$ cat src/rtl/chess_pkg.sv
// Shared types, button bit positions, default board geometry and the cursor
// clamp helper for the mouse-driven move selector.
package chess_pkg;

    typedef enum logic [1:0] {
        IDLE,
        SRC_SEL,
        WAIT_ACK
    } sel_state_t;

    typedef logic [5:0] square_t;

    localparam int BTN_LEFT  = 0;
    localparam int BTN_RIGHT = 1;

    localparam int BOARD_X0 = 80;
    localparam int BOARD_Y0 = 0;
    localparam int SQ_SIZE  = 60;

    // Registered hover mapping of the centre-screen reset cursor (320,240).
    localparam logic    HOVER_RST_VALID = 1'b1;
    localparam square_t HOVER_RST_SQ    = 6'd28;

    // Add a signed 8-bit displacement to an axis position and clamp to 0..limit-1.
    function automatic logic [9:0] clamp_axis(input logic [9:0] pos,
                                              input logic [7:0] disp,
                                              input int         limit);
        logic signed [10:0] nxt;
        nxt = $signed({1'b0, pos}) + $signed({{3{disp[7]}}, disp});
        if (nxt[10])
            return '0;
        if (nxt > $signed(11'(limit - 1)))
            return 10'(limit - 1);
        return nxt[9:0];
    endfunction

endpackage

$ cat src/rtl/mouse_cursor_select_if.sv
// Move-request handshake toward the downstream move-validation logic.
interface mouse_cursor_select_if;
    import chess_pkg::*;

    logic    move_valid;
    logic    move_ready;
    square_t move_src;
    square_t move_dst;

    modport master (output move_valid, output move_src, output move_dst, input move_ready);
    modport slave  (input move_valid, input move_src, input move_dst, output move_ready);

endinterface

$ cat src/rtl/board_square_map.sv
// Combinational pixel to chessboard square mapping using a threshold compare
// chain per axis instead of a divider.
module board_square_map
    import chess_pkg::*;
#(
    parameter int BOARD_X0 = chess_pkg::BOARD_X0,
    parameter int BOARD_Y0 = chess_pkg::BOARD_Y0,
    parameter int SQ_SIZE  = chess_pkg::SQ_SIZE
) (
    input  logic [9:0] pix_x,
    input  logic [9:0] pix_y,
    output logic       valid,
    output square_t    sq
);

    logic [11:0] off_x;
    logic [11:0] off_y;
    logic [2:0]  file;
    logic [2:0]  row;
    logic        in_x;
    logic        in_y;

    // Offsets go negative (bit 11 set) left of / above the board.
    always_comb begin
        off_x = {2'b00, pix_x} - 12'(BOARD_X0);
        off_y = {2'b00, pix_y} - 12'(BOARD_Y0);
        in_x  = ~off_x[11] && (off_x[10:0] < 11'(8 * SQ_SIZE));
        in_y  = ~off_y[11] && (off_y[10:0] < 11'(8 * SQ_SIZE));
        file  = '0;
        row   = '0;
        for (int unsigned i = 1; i < 8; i++) begin
            if (off_x[10:0] >= 11'(i * SQ_SIZE))
                file = file + 3'd1;
            if (off_y[10:0] >= 11'(i * SQ_SIZE))
                row = row + 3'd1;
        end
        valid = in_x && in_y;
        sq    = {3'd7 - row, file};
    end

endmodule

$ cat src/rtl/mouse_cursor_select.sv
// Mouse reports -> clamped cursor -> board hover square -> two-click
// source/destination select FSM driving a valid/ready move request.
module mouse_cursor_select
    import chess_pkg::*;
#(
    parameter int SCREEN_W = 640,
    parameter int SCREEN_H = 480,
    parameter int BOARD_X0 = chess_pkg::BOARD_X0,
    parameter int BOARD_Y0 = chess_pkg::BOARD_Y0,
    parameter int SQ_SIZE  = chess_pkg::SQ_SIZE
) (
    input  logic                          clk,
    input  logic                          reset_n,
    input  logic                          report_valid,
    input  logic [7:0]                    x_disp,
    input  logic [7:0]                    y_disp,
    input  logic [7:0]                    button_status,
    mouse_cursor_select_if.master         move_bus,
    output logic [9:0]                    cursor_x,
    output logic [9:0]                    cursor_y,
    output logic                          hover_valid,
    output square_t                       hover_sq,
    output logic                          sel_valid,
    output square_t                       sel_sq
);

    logic [1:0] prev_btn;
    logic       left_rise;
    logic       right_rise;
    logic       map_valid;
    square_t    map_sq;
    logic       unused_btn;

    sel_state_t state, state_n;
    logic       sel_valid_n;
    square_t    sel_sq_n;
    logic       move_valid_q, move_valid_n;
    square_t    move_src_q, move_src_n;
    square_t    move_dst_q, move_dst_n;

    assign unused_btn = ^button_status[7:2];

    // Stage 1: cursor integration and button edge capture.
    always_ff @(posedge clk or negedge reset_n) begin
        if (!reset_n) begin
            cursor_x   <= 10'(SCREEN_W / 2);
            cursor_y   <= 10'(SCREEN_H / 2);
            prev_btn   <= '0;
            left_rise  <= 1'b0;
            right_rise <= 1'b0;
        end else if (report_valid) begin
            cursor_x   <= clamp_axis(cursor_x, x_disp, SCREEN_W);
            cursor_y   <= clamp_axis(cursor_y, y_disp, SCREEN_H);
            left_rise  <= button_status[BTN_LEFT]  & ~prev_btn[BTN_LEFT];
            right_rise <= button_status[BTN_RIGHT] & ~prev_btn[BTN_RIGHT];
            prev_btn   <= button_status[1:0];
        end else begin
            left_rise  <= 1'b0;
            right_rise <= 1'b0;
        end
    end

    board_square_map #(
        .BOARD_X0 (BOARD_X0),
        .BOARD_Y0 (BOARD_Y0),
        .SQ_SIZE  (SQ_SIZE)
    ) u_map (
        .pix_x (cursor_x),
        .pix_y (cursor_y),
        .valid (map_valid),
        .sq    (map_sq)
    );

    // Stage 2: hover registers and select FSM share the freshly mapped square.
    always_ff @(posedge clk or negedge reset_n) begin
        if (!reset_n) begin
            hover_valid  <= HOVER_RST_VALID;
            hover_sq     <= HOVER_RST_SQ;
            state        <= IDLE;
            sel_valid    <= 1'b0;
            sel_sq       <= '0;
            move_valid_q <= 1'b0;
            move_src_q   <= '0;
            move_dst_q   <= '0;
        end else begin
            hover_valid  <= map_valid;
            hover_sq     <= map_sq;
            state        <= state_n;
            sel_valid    <= sel_valid_n;
            sel_sq       <= sel_sq_n;
            move_valid_q <= move_valid_n;
            move_src_q   <= move_src_n;
            move_dst_q   <= move_dst_n;
        end
    end

    always_comb begin
        state_n      = state;
        sel_valid_n  = sel_valid;
        sel_sq_n     = sel_sq;
        move_valid_n = move_valid_q;
        move_src_n   = move_src_q;
        move_dst_n   = move_dst_q;
        case (state)
            IDLE: begin
                if (!right_rise && left_rise && map_valid) begin
                    sel_sq_n    = map_sq;
                    sel_valid_n = 1'b1;
                    state_n     = SRC_SEL;
                end
            end
            SRC_SEL: begin
                if (right_rise) begin
                    sel_valid_n = 1'b0;
                    state_n     = IDLE;
                end else if (left_rise) begin
                    sel_valid_n = 1'b0;
                    if (map_valid && map_sq != sel_sq) begin
                        move_src_n   = sel_sq;
                        move_dst_n   = map_sq;
                        move_valid_n = 1'b1;
                        state_n      = WAIT_ACK;
                    end else begin
                        state_n = IDLE;
                    end
                end
            end
            WAIT_ACK: begin
                if (move_bus.move_ready) begin
                    move_valid_n = 1'b0;
                    state_n      = IDLE;
                end
            end
            default: state_n = IDLE;
        endcase
    end

    assign move_bus.move_valid = move_valid_q;
    assign move_bus.move_src   = move_src_q;
    assign move_bus.move_dst   = move_dst_q;

endmodule

$ cat src/flat_wrapper.sv
// flat-port wrapper written by rule: the top's interface ports become plain ports
module mouse_cursor_select_flat import chess_pkg::*;
#(
    parameter int SCREEN_W = 640,
    parameter int SCREEN_H = 480,
    parameter int BOARD_X0 = chess_pkg::BOARD_X0,
    parameter int BOARD_Y0 = chess_pkg::BOARD_Y0,
    parameter int SQ_SIZE  = chess_pkg::SQ_SIZE
)
  (clk, reset_n, report_valid, x_disp, y_disp, button_status, cursor_x, cursor_y, hover_valid, hover_sq, sel_valid, sel_sq, move_bus_move_valid, move_bus_move_src, move_bus_move_dst, move_bus_move_ready);
  mouse_cursor_select_if move_bus_i ();
  input  logic clk;
  input  logic reset_n;
  input  logic report_valid;
  input  logic [7:0] x_disp;
  input  logic [7:0] y_disp;
  input  logic [7:0] button_status;
  output logic [9:0] cursor_x;
  output logic [9:0] cursor_y;
  output logic hover_valid;
  output square_t hover_sq;
  output logic sel_valid;
  output square_t sel_sq;
  output wire logic [$bits(move_bus_i.move_valid)-1:0] move_bus_move_valid;
  output wire logic [$bits(move_bus_i.move_src)-1:0] move_bus_move_src;
  output wire logic [$bits(move_bus_i.move_dst)-1:0] move_bus_move_dst;
  input wire logic [$bits(move_bus_i.move_ready)-1:0] move_bus_move_ready;
  assign move_bus_move_valid = move_bus_i.move_valid;
  assign move_bus_move_src = move_bus_i.move_src;
  assign move_bus_move_dst = move_bus_i.move_dst;
  assign move_bus_i.move_ready = move_bus_move_ready;
  mouse_cursor_select #(.SCREEN_W(SCREEN_W), .SCREEN_H(SCREEN_H), .BOARD_X0(BOARD_X0), .BOARD_Y0(BOARD_Y0), .SQ_SIZE(SQ_SIZE)) u_core (.clk(clk), .reset_n(reset_n), .report_valid(report_valid), .x_disp(x_disp), .y_disp(y_disp), .button_status(button_status), .move_bus(move_bus_i), .cursor_x(cursor_x), .cursor_y(cursor_y), .hover_valid(hover_valid), .hover_sq(hover_sq), .sel_valid(sel_valid), .sel_sq(sel_sq));
endmodule
$ cat config.mk
export PLATFORM = sky130hd
export DESIGN_NAME = mouse_cursor_select_flat
export DESIGN_NICKNAME = d
export VERILOG_FILES = /design/src/rtl/chess_pkg.sv /design/src/rtl/mouse_cursor_select_if.sv /design/src/rtl/board_square_map.sv /design/src/rtl/mouse_cursor_select.sv /design/src/flat_wrapper.sv
export SDC_FILE = /design/constraint.sdc
export NUM_CORES = 1
export LEC_CHECK = 0
export CAP_MARGIN = 20
export CORE_ASPECT_RATIO = 1.1
export CORE_UTILIZATION = 54
export DETAILED_ROUTE_END_ITERATION = 16
export PLACE_DENSITY = 0.84
export SLEW_MARGIN = 0
export SYNTH_ARGS = -nofsm -noshare
export SYNTH_HDL_FRONTEND = slang
export SYNTH_SLANG_ARGS = --single-unit
$ cat constraint.sdc
create_clock -name clk -period 11.94 [get_ports clk]
set_input_delay 2.388 -clock clk [delete_from_list [all_inputs] [get_ports clk]]
set_output_delay 2.388 -clock clk [all_outputs]
set_load 0.005 [all_outputs]
Word level (Yosys, flattened, before mapping)
Cells that the tools add are included.
- register bits after elaboration: 53
- input port bits: 28
- output and inout bits: 47
- logic and storage cells: 125
- add/subtract/negate cells: 16
- $lt $le $gt $ge: 18
- equal/unequal tests: 9
- mux-type cells: 49
- bitwise logic cells: 6
- reductions and logical operators: 14
- operators with widths (operator ; count):
    $mux 10 ; 8
    $add 3x1->3 const B ; 12
    $mux 3 ; 12
    $ge 11x9->1 const B ; 3
    $ge 10x9->1 const B ; 3
    $add 11x8->11 ; 2
    $ge 11x8->1 const B ; 2
    $mux 1 ; 21
    $ge 10x8->1 const B ; 2
    $ge 11x6->1 const B ; 1
    $ge 11x7->1 const B ; 1
    $gt 11x10->1 const B ; 1
    $gt 11x11->1 const B ; 1
    $lt 11x9->1 const B ; 1
    $sub 10x7->11 const B ; 1
    $ge 10x6->1 const B ; 1
    $ge 10x7->1 const B ; 1
    $lt 10x9->1 const B ; 1
    $mux 2 ; 5
    $ne 2x1->1 const B ; 3
    $ne 6x6->1 ; 1
    $pmux 2 s3 ; 1
    $reduce_and 3->1 ; 2
    $logic_and 1x1->1 ; 5
    other kinds (14) ; 21

Depth between registers and ports, before layout
Gate-level depths: netlist (run 1).
- word-level depth: 21
- gate-level depth with buffers: 30
- gate-level depth less buffers: 26

Cells and area by module
A second synthesis (run 1) with hierarchy kept.
- cells, all modules: 466
- area, all modules: 4344.2 um^2
- modules (own cells, without submodules) (module ; times used ; cells each ; area an instance (um^2) ; sequential area each (um^2)):
    mouse_cursor_select ; 1 ; 291 ; 3070.4 ; 1338.8
    board_square_map ; 1 ; 175 ; 1273.7 ; 0.0

Worst setup path after synthesis (run 1)
Ideal clock, no wire load.
- path kind: flip-flop to flip-flop
- from: reg u_core.cursor_x[4]
- to: reg u_core.move_dst_q[0], in the netlist u_core.move_bus.move_dst[0]
- library setup time: 0.125 ns
- arrival time: 6.052 ns
- required time: 11.815 ns
- path slack: 5.763 ns
- stages on the path, launching flop included: 30
- path buffers: 4
- clock period less this slack: 6.177 ns
- cell sequence: dfrtp_1 buf_2 inv_1 ha_1 buf_2 nor2b_4 nor2_1 xnor2_1 nand2_1 nor3_1 inv_1 ha_1 buf_1 nor4_1 nor2_1 ha_1 a31oi_1 a31oi_1 mux2i_1 nand2_1 ha_1 nor2_1 a31oi_1 ha_1 and3_1 a21oi_1 xnor3_1 a31oi_1 buf_6 mux2_4
- longest elaborated chain between the ends: 18
- elaborated cells on any way between the ends: 28
- classes of those cells: 7 x add/sub; 8 x order compare; 1 x eq/ne; 7 x mux; 1 x bitwise; 4 x reduce/logical
- RTL lines (what ; line ; source):
    from (decl) ; mouse_cursor_select.sv:19 ; output logic [9:0] cursor_x,
    from (signal assigned) ; mouse_cursor_select.sv:46 ; cursor_x <= 10'(SCREEN_W / 2);
    from (signal assigned) ; mouse_cursor_select.sv:52 ; cursor_x <= clamp_axis(cursor_x, x_disp, SCREEN_W);
    $sub 10x7->11 (*) ; board_square_map.sv:25 ; off_x = {2'b00, pix_x} - 12'(BOARD_X0);
    $ge 11x6->1 ; board_square_map.sv:32 ; if (off_x[10:0] >= 11'(i * SQ_SIZE))
    $mux 1 ; board_square_map.sv:32 ;
    $add 3x1->3 ; board_square_map.sv:33 ; file = file + 3'd1;
    $mux 3 ; board_square_map.sv:32 ;
    $add 3x1->3 ; board_square_map.sv:33 ;
    $mux 3 ; board_square_map.sv:32 ;
    $add 3x1->3 ; board_square_map.sv:33 ;
    [... 2 more ...] ; - ;
    $mux 3 ; board_square_map.sv:32 ;
    $add 3x1->3 ; board_square_map.sv:33 ;
    $mux 3 ; board_square_map.sv:32 ;
    $add 3x1->3 ; board_square_map.sv:33 ;
    $mux 3 ; board_square_map.sv:32 ;
    $ne 6x6->1 ; mouse_cursor_select.sv:118 ; if (map_valid && map_sq != sel_sq) begin
    $logic_and 1x1->1 ; mouse_cursor_select.sv:118 ;
    $reduce_and 4->1 (no source line) ; - ;
    to (signal assigned) ; mouse_cursor_select.sv:93 ; move_dst_q <= move_dst_n;
    to (decl) ; mouse_cursor_select.sv:39 ; square_t move_dst_q, move_dst_n;
Mark *: on every way between the ends. The rest lies on a longest branch, timed or not.
A chain may end at the register's enable or synchronous reset.

Worst setup path in the final report (run 1)
- from: reg u_core.cursor_x[4]
- to: reg u_core.move_src_q[0], in the netlist u_core.move_bus.move_src[0]
- longest elaborated chain between the ends: 18
- elaborated cells on any way between the ends: 28
- classes of those cells: 7 x add/sub; 8 x order compare; 1 x eq/ne; 7 x mux; 1 x bitwise; 4 x reduce/logical
- RTL lines (what ; line ; source):
    $sub 10x7->11 (*) ; board_square_map.sv:25 ;
    $ge 11x6->1 ; board_square_map.sv:32 ;
    $mux 1 ; board_square_map.sv:32 ;
    $add 3x1->3 ; board_square_map.sv:33 ;
    $mux 3 ; board_square_map.sv:32 ;
    $add 3x1->3 ; board_square_map.sv:33 ;
    $mux 3 ; board_square_map.sv:32 ;
    $add 3x1->3 ; board_square_map.sv:33 ;
    [... 2 more ...] ; - ;
    $mux 3 ; board_square_map.sv:32 ;
    $add 3x1->3 ; board_square_map.sv:33 ;
    $mux 3 ; board_square_map.sv:32 ;
    $add 3x1->3 ; board_square_map.sv:33 ;
    $mux 3 ; board_square_map.sv:32 ;
    $ne 6x6->1 ; mouse_cursor_select.sv:118 ;
    $logic_and 1x1->1 (*) ; mouse_cursor_select.sv:118 ;
    $reduce_and 4->1 (no source line) (*) ; - ;
    to (signal assigned) ; mouse_cursor_select.sv:92 ; move_src_q <= move_src_n;
    to (decl) ; mouse_cursor_select.sv:38 ; square_t move_src_q, move_src_n;
Marked as above.

==> reports/results.md, run 1 <==
| Result | Value |
| --- | --- |
| HPWL reported at the end of detailed placement | 7000 um |
| End of the worst register-to-register path | u_core.move_bus.move_src[0] |
| Global-route congestion overflow total | 0 |
| Sum of buffers and inverters on the critical path | 3 |
| Number of failing hold endpoints at the final stage | 0 |
| CTS sink count | 53 |
| Syn avg cell area | 9.00 um^2 |
| Number of pins with negative max-slew slack in the final report | 0 |
| DR vias/cell | 5.68 |
| Max Fanout on Critical Path | 13 |
| Endpoint type of the worst setup path | flop |
| Sequential area share after synthesis | 30.7% |
| Critical path data arrival time | 7.27 ns |
| Average wire length per cell after detail routing | 13.7 um |
| Hold-fix buffers at CTS | 0 |
| Max Buffers Root-to-Sink | 2 |
| Net count of the finished layout | 610 |
| Area Growth Syn to Fin | 20.0% |
| Clock skew | 0.0118 ns |
| TritonCTS clock tree | yes |
| Final TNS setup | 0 ns |
| Unrepaired setup endpoints after global routing | no |
| CP Depth | 26 |
| Initial antenna violation count | 0 |
| Required time of the worst setup path | 12.13 ns |
| Fraction of layout instances using a drive strength above 1 | 11.1% |
| Total CTS buffers | 5 |
| Minimum setup slack among reg-to-reg paths | 4.87 ns |
| Number of global-route vias before repair | 3493 |
| Initial cell density of the core | 55.4% |
| PortBufs | 68 |
| Core region area | 7870 um^2 |
| Global-route wire length before repair | 15200 um |
| Maximum Capacitance Violations | 0 |
| Class of the most critical hold timing path | reg -> reg |
| Share of flip-flops with an asynchronous set or reset after synthesis | 100% |
| DRT antenna net count | 0 |
| Transition time at the pin with the least slew margin | 0.929 ns |
| Cells after synthesis | 485 |
| Maximum number of pins on one net before global-route repair | 54 |
| Number of enable flip-flop cells after synthesis | 0 |
| Number of placed I/O pins | 75 |
| Fraction of the cycle the final worst path needs | 59.2% |
| Die area | 8440 um^2 |
| Top Family by Delay on Critical Path | simple AND/OR/NAND/NOR gates |
| Largest stage delay on the critical path | 0.62 ns |
| Die span in x | 87.7 um |
| CTS root buffer | clkbuf_8 |
| Post-synthesis register bit count | 53 |
| Post-cts sizing count | 0 |
| Run status | finished, final reports clean |
| Fin crit period | 7.07 ns |
| Max-slew headroom at the worst pin | 37.9% |
| Destination of the critical timing path | u_core.move_bus.move_src[0] |
| Final setup fails | 0 |
| Setup bufs post-CTS | 0 |
| Wire length after detailed routing | 8960 um |
| Kind of critical path | reg -> reg |
| Post-synth design cell area | 4360 um^2 |
| CP Launch Point | u_core.cursor_x[4] |
| Dominant register cell in the synthesized netlist | dfrtp_1 |
| Clock transition at the register clock pins on the worst setup and hold paths after CTS | 0.10 ns |
| Worst reg2reg path depth | 26 |
| Worst skew pair latency | 0.31 ns |
| Violation count after the first detailed-routing iteration | 125 |
| Number of vias in the routed layout | 3729 |
| Unique masters post-synth | 77 |
| Total iterations of the first detailed-routing run | 4 |
| Global-route usage over all layers | 22.5% |
| Post-Syn Nets | 548 |
| Most repeated library cell on the critical path | ha_1 |
| Maximum clock rate | 0.141 GHz |
| Slowest library cell on the worst path | dfrtp_1 |
| Total of warnings raised by yosys | 0 |
| Reg-to-Reg Start | u_core.cursor_x[4] |
| Die Y-Extent | 96.3 um |
| CTS H-Tree Depth | 2 |
| Number of antenna repair diodes | 0 |
| Residual DRC | 0 |
| Number of standard-cell rows in the floorplan | 34 |
| Placer congestion estimate | 0.839 |
| Startpoint types | flop |
| Worst hold path stage count | 1 |
## cell usage in the layout, fill, tap and decap left out, types with 6 or more instances in the layout
| cell type | netlist | routed |
|---|---|---|
| inv_1 | 38 | 38 |
| o21ai_1 | 6 | 6 |
| dfstp_2 | 10 | 10 |
| nand3_1 | 6 | 6 |
| nor3_1 | 19 | 19 |
| clkdlybuf4s50_1 | 0 | 67 |
| dfrtp_1 | 43 | 43 |
| o21a_1 | 7 | 7 |
| a22o_1 | 6 | 6 |
| mux2_4 | 8 | 8 |
| xnor2_1 | 21 | 21 |
| nor2_1 | 41 | 41 |
| a21oi_1 | 24 | 24 |
| nand2_1 | 42 | 42 |
| nand2b_1 | 7 | 7 |
| xor2_1 | 8 | 8 |
| mux2_2 | 10 | 10 |
| a31oi_1 | 8 | 8 |
| o21ai_0 | 26 | 26 |
| ha_1 | 33 | 33 |
## worst min path at each step
stage	from	end
after floorplan	u_core.prev_btn[1]	u_core.right_rise
final	u_core.prev_btn[0]	u_core.left_rise
after global routing	u_core.prev_btn[1]	u_core.right_rise
after CTS	u_core.prev_btn[0]	u_core.left_rise
after global placement	u_core.prev_btn[1]	u_core.right_rise
after detailed placement	u_core.prev_btn[0]	u_core.left_rise
## flip-flops by register name (all words and copies together), names as in the netlist
signal / count
u_core.hover_sq: 6
u_core.cursor_x: 10
u_core.state: 2
u_core.hover_valid: 1
u_core.move_bus.move_dst: 6
u_core.move_bus.move_valid: 1
u_core.left_rise: 1
u_core.right_rise: 1
u_core.sel_valid: 1
u_core.move_bus.move_src: 6
u_core.sel_sq: 6
u_core.prev_btn: 2
u_core.cursor_y: 10
## synth_stat cells (all sizes together) (6+ instances only)
master / n / area (um^2)
a21oi: 24 / 120
a22o: 6 / 52.6
a31oi: 8 / 50.1
buf: 9 / 51.3
clkbuf: 7 / 26.3
dfrtp: 43 / 1080
dfstp: 10 / 263
ha: 33 / 413
inv: 38 / 143
mux2: 18 / 233
nand2: 42 / 158
nand2b: 7 / 43.8
nand3: 6 / 30.0
nor2: 41 / 154
nor3: 20 / 105
o21a: 8 / 67.6
o21ai: 33 / 169
xnor2: 21 / 184
xor2: 10 / 103
## cell type report
| class | count | area [um^2] |
|---|---|---|
| clock buffer | 5 | 68.8 |
| clock inverter | 3 | 50.0 |
| sequential | 53 | 1340 |
| fill | 596 | 2630 |
| inverter | 38 | 143 |
| multi-input combinational | 378 | 2800 |
| timing repair buffer | 71 | 698 |
| tap | 108 | 135 |
## per-layer routing
| metal | track usage (%) | up-vias | share of wire (%) |
|---|---|---|---|
| li1 | - | 1869 | - |
| met1 | 26.8 | 1763 | 45 |
| met2 | 41.9 | 85 | 50 |
| met3 | 3.52 | 12 | 3.7 |
| met4 | 5.19 | 0 | 1.3 |
| met5 | 0 | - | 0 |
## cells by family (layout without fill, tap and decap cells)
| family | count (synthesis) | in the layout | synth area share [%] |
|---|---|---|---|
| adders and majority gates | 35 | 35 | 10.4 |
| muxes | 20 | 20 | 5.79 |
| AOI/OAI and AO/OA | 137 | 137 | 22.3 |
| xor gates and xnor gates | 34 | 34 | 8.12 |
| DFF | 53 | 53 | 30.7 |
| and+or+nand+nor | 152 | 152 | 17.7 |
| buffers and inverters | 54 | 117 | 5.05 |
## stage by stage
step | utilization [%] | setup WS [ns] | instance area (um^2) | hold slack (ns) | instances
global placement | 65.0 | 5.21 | 5120 | 0.409 | 648
finish | 66.6 | 4.87 | 5240 | 0.437 | 656
floorplan | - | 5.76 | 4360 | 0.401 | 485
detailed placement | 65.0 | 5.00 | 5120 | 0.423 | 648
CTS | 66.6 | 4.91 | 5240 | 0.439 | 656
global route | 66.6 | 4.18 | 5240 | 0.453 | 656
## worst register-to-register path, delay by kind of cell (launching register included)
kind            cells  cell delay (ns)
flops               1             0.62
xor+xnor            2             0.90
mux                 2             0.79
simple gates        9             1.82
fa+ha+maj           5             1.63
buf+inv             3             0.46
compound gates      5             0.73
Power of run 1 is not shown: default switching activity piles up to over one toggle a cycle in this logic, so the estimate is an artifact.
==> run 2, diff against run 1 <==
==> constraint.sdc (replaced) <==
create_clock -name clk -period 6.6 [get_ports clk]
set_input_delay 1.32 -clock clk [delete_from_list [all_inputs] [get_ports clk]]
set_output_delay 1.32 -clock clk [all_outputs]
set_load 0.005 [all_outputs]
==> run 2 against run 1 <==
Compared with the run above:
- via count increased by 2.4%
- cell count increased by 0.76%
- non-clock buffer count increased by 5
- die area unchanged
- sequential cell count unchanged
- setup slack got worse by 4.3 ns
- critical endpoint is now u_core.move_bus.move_dst[2]
==> reports/results.md, run 2 (synthesized netlist as in run 1, its figures left out) <==
| Result | Value |
| --- | --- |
| Endpoint type of the worst setup path | flop |
| Final TNS setup | 0 ns |
| Fraction of the cycle the final worst path needs | 92.0% |
| Max Fanout on Critical Path | 12 |
| TritonCTS clock tree | yes |
| Number of standard-cell rows in the floorplan | 34 |
| Kind of critical path | reg -> reg |
| Average wire length per cell after detail routing | 14.1 um |
| Max-slew headroom at the worst pin | 33.7% |
| Die Y-Extent | 96.3 um |
| CTS sink count | 53 |
| CTS root buffer | clkbuf_8 |
| Maximum number of pins on one net before global-route repair | 54 |
| Start point of the worst hold path | u_core.prev_btn[1] |
| Area Growth Syn to Fin | 20.8% |
| Global-route wire length before repair | 15400 um |
| Class of the most critical hold timing path | reg -> reg |
| CTS H-Tree Depth | 2 |
| Most common cell after layout, fill and taps aside | clkdlybuf4s50_1 |
| Initial cell density of the core | 55.4% |
| CP Launch Point | u_core.cursor_x[6] |
| PortBufs | 68 |
| Max Buffers Root-to-Sink | 2 |
| Initial antenna violation count | 0 |
| Die area | 8440 um^2 |
| Fraction of layout instances using a drive strength above 1 | 12.5% |
| Worst skew pair latency | 0.32 ns |
| Hold-fix buffers at CTS | 0 |
| Number of antenna repair diodes | 0 |
| Fin crit period | 6.07 ns |
| Reg-to-Reg Start | u_core.cursor_x[6] |
| Residual DRC | 0 |
| Startpoint types | flop |
| Number of placed I/O pins | 75 |
| DR vias/cell | 5.78 |
| DRT antenna net count | 0 |
| Die span in x | 87.7 um |
| HPWL reported at the end of detailed placement | 7220 um |
| Net count of the finished layout | 615 |
| Top flop regs | u_core.cursor_x x10, u_core.cursor_y x10 |
| Maximum clock rate | 0.165 GHz |
| Unrepaired setup endpoints after global routing | no |
| Number of pins with negative max-slew slack in the final report | 0 |
| Number of global-route vias before repair | 3508 |
| Clock transition at the register clock pins on the worst setup and hold paths after CTS | 0.10 ns |
| Transition time at the pin with the least slew margin | 0.991 ns |
| Setup bufs post-CTS | 0 |
| Number of failing hold endpoints at the final stage | 0 |
| Required time of the worst setup path | 6.80 ns |
| Critical path data arrival time | 6.27 ns |
| Placer congestion estimate | 0.832 |
| Final setup fails | 0 |
| Violation count after the first detailed-routing iteration | 177 |
| Core region area | 7870 um^2 |
| Number of vias in the routed layout | 3819 |
| Global-route usage over all layers | 22.7% |
| Global-route congestion overflow total | 0 |
| Total CTS buffers | 5 |
| Total iterations of the first detailed-routing run | 4 |
| Clock skew | 0.0106 ns |
| Run status | finished, final reports clean |
| Top library cells by usage in the layout, fill and taps aside | clkdlybuf4s50_1, dfrtp_1, nand2_1, nor2_1, inv_1 |
| Wire length after detailed routing | 9340 um |
| Maximum Capacitance Violations | 0 |
-- run 2: cell types whose count changed in the layout (fill, tap and decap cells not counted), sizes merged --
cell      change
clkinvlp      +1
bufinv        -1
clkbuf        +1
buf           +5
clkinv        -1
-- run 2: final cells by class --
type / count / area [um^2]
Sequential cell: 53 / 1340
Inverter: 38 / 143
Fill cell: 632 / 2600
Tap cell: 108 / 135
Clock buffer: 6 / 82.6
Multi-Input combinational cell: 378 / 2820
Clock inverter: 2 / 16.3
Timing Repair Buffer: 76 / 736
-- run 2: per-layer routing --
| layer | track usage, % | part of all wire [%] | up-vias |
|---|---|---|---|
| li1 | - | - | 1888 |
| met1 | 27.1 | 44 | 1824 |
| met2 | 41.4 | 51 | 91 |
| met3 | 3.69 | 3.7 | 16 |
| met4 | 6.97 | 1.5 | 0 |
| met5 | 0 | 0 | - |
-- run 2: path summary, 6_finish.rpt --
kind / end / slack (ns) / cells past startpoint
min reg2reg: u_core.right_rise / 0.43 / 1
min in group asynchronous: u_core.move_bus.move_dst[5] / 1.10 / 2
max: u_core.move_bus.move_dst[2] / 0.53 / 25
min: u_core.right_rise / 0.43 / 1
max in group asynchronous: u_core.sel_sq[0] / 5.09 / 2
max reg2reg: u_core.move_bus.move_dst[2] / 0.53 / 25
-- run 2: critical path: stages, from the launching register on --
cell       delay, ns
dfstp_2         0.70
nor2b_4         0.26
nor2_1          0.12
xnor2_2         0.29
nand2_1         0.11
nor3_1          0.30
inv_1           0.08
ha_1            0.40
nor4_2          0.40
nor2_1          0.10
ha_1            0.30
a31oi_1         0.04
a31oi_1         0.20
mux2i_1         0.25
nand2_1         0.08
ha_1            0.31
nor2_1          0.14
a31oi_1         0.07
ha_1            0.34
nor2b_1         0.13
o21ai_0         0.20
o31ai_1         0.13
a2111oi_2       0.33
a31oi_1         0.12
buf_4           0.21
mux2_4          0.31
-- run 2: timing repair --
action | in CTS | in global routing
endpoints found under the hold margin | 0 | 0
setup endpoints to repair | 0 | 13
resized for setup | 0 | 3
-- run 2: per-stage QoR --
step / hold slack [ns] / utilization (%) / area [um^2] / cells / setup slack (ns)
after detailed placement: 0.424 / 65.5 / 5160 / 653 / 0.316
after floorplan: 0.401 / - / 4360 / 485 / 0.423
after global routing: 0.438 / 67.0 / 5270 / 661 / 0.0219
after CTS: 0.432 / 66.8 / 5260 / 661 / 0.261
after global placement: 0.408 / 65.5 / 5160 / 653 / 0.518
final: 0.430 / 67.0 / 5270 / 661 / 0.528
Power of run 2 is left out for the same reason.
==> run 3, diff against run 2 <==
--- a/config.mk
+++ b/config.mk
@@ -8,8 +8,10 @@
 export CAP_MARGIN = 20
 export CORE_ASPECT_RATIO = 1.1
 export CORE_UTILIZATION = 54
+export CTS_CLUSTER_DIAMETER = 40
 export DETAILED_ROUTE_END_ITERATION = 16
 export PLACE_DENSITY = 0.84
+export SKIP_LAST_GASP = 1
 export SLEW_MARGIN = 0
 export SYNTH_ARGS = -nofsm -noshare
 export SYNTH_HDL_FRONTEND = slang
==> results of run 3 <==
Same layout as run 2: the final DEF is identical, and so are final timing and power.
Power of run 3 is left out for the same reason.
